**config.mk**
```make
export PLATFORM = sky130hd
export DESIGN_NAME = pc_reg_flat
export DESIGN_NICKNAME = d
export VERILOG_FILES = /design/src/rtl/pc_reg_if.sv /design/src/rtl/pc_reg.sv /design/src/flat_wrapper.sv
export SDC_FILE = /design/constraint.sdc
export NUM_CORES = 1
export LEC_CHECK = 0
export BUFFER_PORTS_ARGS = -buffer_cell sky130_fd_sc_hd__buf_2
export CAP_MARGIN = 15
export CORE_ASPECT_RATIO = 1.5
export CORE_MARGIN = 2
export CORE_UTILIZATION = 35
export DETAILED_ROUTE_END_ITERATION = 16
export HOLD_SLACK_MARGIN = 0.1
export PLACE_DENSITY_LB_ADDON = 0.2
export SYNTH_ARGS = -nofsm -noshare
export SYNTH_HDL_FRONTEND = slang
export SYNTH_SLANG_ARGS = --single-unit
```
**constraint.sdc**
```tcl
create_clock -name clk -period 2.5 [get_ports clk]
set_input_delay 0.125 -clock clk [delete_from_list [all_inputs] [get_ports clk]]
set_output_delay 0.125 -clock clk [all_outputs]
set_load 0.05 [all_outputs]
```
**src/rtl/pc_reg_if.sv**
```systemverilog
// rtl/pc_reg_if.sv - command and status bundle between a sequencer and pc_reg
interface pc_reg_if #(
    parameter int WIDTH = 12
);
    logic             ld;
    logic             call;
    logic             ret;
    logic             skip;
    logic             inc;
    logic [WIDTH-1:0] din;
    logic [WIDTH-1:0] q;
    logic [WIDTH-1:0] nq;
    logic [WIDTH-1:0] lr;
    logic             wrap;

    modport master (
        output ld, call, ret, skip, inc, din,
        input  q, nq, lr, wrap
    );

    modport slave (
        input  ld, call, ret, skip, inc, din,
        output q, nq, lr, wrap
    );
endinterface

```
**src/rtl/pc_reg.sv**
```systemverilog
// rtl/pc_reg.sv - program counter with link register, skip/inc and wrap pulse
module pc_reg #(
    parameter int               WIDTH     = 12,
    parameter logic [WIDTH-1:0] RESET_VAL = '0
) (
    input  logic    clk,
    input  logic    clr,
    pc_reg_if.slave bus
);
    logic [WIDTH-1:0] q_r;
    logic [WIDTH-1:0] lr_r;
    logic             wrap_r;

    // One extra bit on the sums so the carry out of the top becomes the wrap flag.
    logic [WIDTH:0] q_plus1;
    logic [WIDTH:0] q_plus2;

    assign q_plus1 = {1'b0, q_r} + {{WIDTH{1'b0}}, 1'b1};
    assign q_plus2 = {1'b0, q_r} + {{(WIDTH-1){1'b0}}, 2'b10};

    // Single-winner command decode: clr > call > ret > ld > skip > inc > hold.
    always_ff @(posedge clk) begin
        if (clr) begin
            q_r    <= RESET_VAL;
            lr_r   <= '0;
            wrap_r <= 1'b0;
        end else if (bus.call) begin
            q_r    <= bus.din;
            lr_r   <= q_plus1[WIDTH-1:0];
            wrap_r <= 1'b0;
        end else if (bus.ret) begin
            q_r    <= lr_r;
            wrap_r <= 1'b0;
        end else if (bus.ld) begin
            q_r    <= bus.din;
            wrap_r <= 1'b0;
        end else if (bus.skip) begin
            q_r    <= q_plus2[WIDTH-1:0];
            wrap_r <= q_plus2[WIDTH];
        end else if (bus.inc) begin
            q_r    <= q_plus1[WIDTH-1:0];
            wrap_r <= q_plus1[WIDTH];
        end else begin
            wrap_r <= 1'b0;
        end
    end

    // The lamp driver side wants the inverted pc; it is derived, not stored.
    assign bus.q    = q_r;
    assign bus.nq   = ~q_r;
    assign bus.lr   = lr_r;
    assign bus.wrap = wrap_r;
endmodule

```
**src/flat_wrapper.sv**
```systemverilog
// flat-port wrapper written by rule: the top's interface ports become plain ports
module pc_reg_flat 
#(
    parameter int               WIDTH     = 12,
    parameter logic [WIDTH-1:0] RESET_VAL = '0
)
  (clk, clr, bus_ld, bus_call, bus_ret, bus_skip, bus_inc, bus_din, bus_q, bus_nq, bus_lr, bus_wrap);
  pc_reg_if #(.WIDTH(WIDTH)) bus_i ();
  input  logic clk;
  input  logic clr;
  input wire logic [$bits(bus_i.ld)-1:0] bus_ld;
  input wire logic [$bits(bus_i.call)-1:0] bus_call;
  input wire logic [$bits(bus_i.ret)-1:0] bus_ret;
  input wire logic [$bits(bus_i.skip)-1:0] bus_skip;
  input wire logic [$bits(bus_i.inc)-1:0] bus_inc;
  input wire logic [$bits(bus_i.din)-1:0] bus_din;
  output wire logic [$bits(bus_i.q)-1:0] bus_q;
  output wire logic [$bits(bus_i.nq)-1:0] bus_nq;
  output wire logic [$bits(bus_i.lr)-1:0] bus_lr;
  output wire logic [$bits(bus_i.wrap)-1:0] bus_wrap;
  assign bus_i.ld = bus_ld;
  assign bus_i.call = bus_call;
  assign bus_i.ret = bus_ret;
  assign bus_i.skip = bus_skip;
  assign bus_i.inc = bus_inc;
  assign bus_i.din = bus_din;
  assign bus_q = bus_i.q;
  assign bus_nq = bus_i.nq;
  assign bus_lr = bus_i.lr;
  assign bus_wrap = bus_i.wrap;
  pc_reg #(.WIDTH(WIDTH), .RESET_VAL(RESET_VAL)) u_core (.clk(clk), .clr(clr), .bus(bus_i));
endmodule
```
==> impl_metrics.ini <==
[run_status]
outcome = finished clean

[critical_path]
crit_type = reg2reg
required_ns = 2.67
arrival_ns = 2.07
cp_max_fo = 12
cp-end-kind = flop
cp-start-kind = flop

[die]
die_x_um = 61.41
dieArea_um2 = 5534
coreArea_um2 = 4810
die_y_um = 90.12
start_util_pct = 35.98
num_io_pins = 56
rows = 31

[synthesis]
synth-seq-cells = 25
yosys-top-cells-area = dfxtp_1 29%, a211oi_1 6.1%, nor2_1 5.4%
synthAdderAreaFrac_pct = 1.446
syn_avg_cell_area_um2 = 8.086
synth_top_area_cell = dfxtp_1
synth_xor_area_share_pct = 4.555
synth-compound-area-share_pct = 27.77
synthSimpleGateAreaFrac_pct = 25.16
ys.flop_type = dfxtp_1
synth_nets = 235
synth_edf_count = 0
synthCells = 214
ys_warn_count = 0
async_reset_ff_share_pct = 0
synthMuxAreaShare_pct = 2.314
synth_top_area_share_pct = 28.92
syn_area_um2 = 1730
synth_top_family_by_area = compound AO/OA/AOI/OAI gates
synth_seq_area_share_pct = 28.92
ys_types = 57

[layout]
drive_gt1_share_pct = 28.02
area_delta_synth_final_pct = 18.37
fin_cells = 323
most-common-layout-cells = 55 x buf_2, 25 x nor2_1, 25 x dfxtp_1
insertedDiodeCount = 0
fin_nets = 279
layout_commonest_cell = buf_2

[global_route]
overflow = 0
grt_usage_pct = 20.15
grt_pass1_wl_mm = 8.466
grt_max_degree = 28
grt_antenna_before_repair = 0
first_global_vias = 1671

[power]
vdd_ir_drop_max_mv = 0.2614
power_density_nw_per_um2 = 521.4
p_leak_uw = 0.0007650
swShare_pct = 40.43
power.switching_uw = 431.8
seqPwrFrac_pct = 43.7
p_clk_share_pct = 23.6
p_int_uw = 636.2
power_frac_comb_pct = 32.7

[cts]
cts_max_level = 1
cts_buffers = 3
cts_tree = done
clock_latency_ns = 0.27
cts-root-buf = clkbuf_8
clkSinkCount = 25
post_cts_resized = 0
cts.clk_slew.worst_paths_ns = 0.09
clk_path_buf_depth = 2
post_cts_buffers = 0

[routing]
viasPerCell = 5.418
route.detailed.drc = 0
avgRoutedWirePerCell_um = 16.18
dr_total_vias = 1750
drt-total-wl_mm = 5.226
firstDrtPassIters = 4
ant_nets = 0
drt-initial-drc-count = 73

[job]
cap_violations = 0

[timing]
hold_viol = 0
finClkSkew_ns = 0.001554
finalSetupViolations = 0
worstMarginPinSlew_ns = 0.6834
rsz0062_at_grt = no
finalSetupTns_ns = 0
maxSlewHeadroom_pct = 54.44
finalCritPeriodShare_pct = 75.87
fin_crit_ns = 1.897
fin_ws_ns = 0.6031
drv_slew = 0
max_freq_ghz = 0.5272

[place]
portBuffers = 55
dp_cells = 318
pre_cts_slack_ns = 0.6401
gp_congestion = 0.8407
hpwl_mm = 3.779

[min_path]
hold_path.class = in2reg
[critical path, stage by stage (launching register included)]
cell and delay, ns:
dfxtp_1 0.61, ha_1 0.29, mux2i_1 0.20, nor4_1 0.40, o2111ai_1 0.15, o211a_1 0.15
[cell families (layout without fill, tap and decap cells)]
logic type | count (synthesis) | in the layout
simple gates | 76 | 76
compound gates | 63 | 63
buf+inv | 35 | 78
flops | 25 | 25
xor+xnor | 9 | 9
mux | 4 | 4
fa+ha+maj | 2 | 2
[routing by layer]
layer  vias to the layer above  routed length, µm  track usage, %
met2                        39               2744           34.75
met1                       826               2247           24.96
met5                         -                  0               0
li1                        878                  -               -
met4                         0                 82           6.560
met3                         7                151           2.302
[final timing paths]
kind	from	to	slack (ns)	depth (start not counted)
setup reg to reg	u_core.bus.q[0]	u_core.bus.q[8]	0.60	5
hold reg to reg	u_core.bus.lr[5]	u_core.bus.lr[5]	0.50	2
setup / recovery	u_core.bus.q[0]	u_core.bus.q[8]	0.60	5
hold / removal	bus_din[0]	u_core.bus.q[0]	0.19	3
[final cells by class]
| type | instances | area [µm²] |
|---|---|---|
| clock buffers | 4 | 45.04 |
| repair buffers | 58 | 300.3 |
| fillers | 550 | 2761 |
| well taps | 66 | 82.58 |
| multi-input cells | 154 | 1060 |
| flip-flops and latches | 25 | 500.5 |
| inverters | 16 | 60.06 |
[Yosys cell counts, drive strengths merged (2+ instances only)]
cell type,count
o211ai,3
a311oi,3
buf,14
a221oi,4
nor2b,2
o31ai,2
dfxtp,25
nand3,5
a211oi,15
o311ai,2
mux2i,4
o21a,3
xnor2,9
o21ai,10
nand4,3
a21oi,7
nor2,26
nand2b,4
ha,2
a221o,2
inv,16
nor3,8
or3,5
nand2,10
clkbuf,5
nor4,7
[power groups by stage]
stage | Combinational [µW] | Clock, µW | Sequential, µW
after floorplan | 186 | 0 | 555
after global placement | 350 | 0 | 475
after detailed placement | 350 | 0 | 476
after CTS | 352 | 255 | 467
after global routing | 378 | 273 | 472
final | 350 | 252 | 467
[per-stage QoR]
step	total power [µW]	hold WS (ns)	utilization, %	instance area, µm²
3_5_place_dp	825.7	0.3811	41.44	1993
5_1_grt	1123	0.1943	42.59	2048
4_1_cts	1074	0.1853	42.59	2048
6_report	1068	0.1852	42.59	2048
2_1_floorplan	740.7	0.2687	-	1730
3_3_place_gp	824.9	0.3773	41.44	1993
[state kept, by name (all words and copies together) (netlist names)]
name,cells
u_core.bus.lr,12
u_core.bus.q,12
u_core.bus.wrap,1
[timing repair]
action	CTS	global route
hold endpoints to repair	1	0
hold buffers	1	0
setup endpoints to repair	0	0
(Power assumes the default switching activity.)
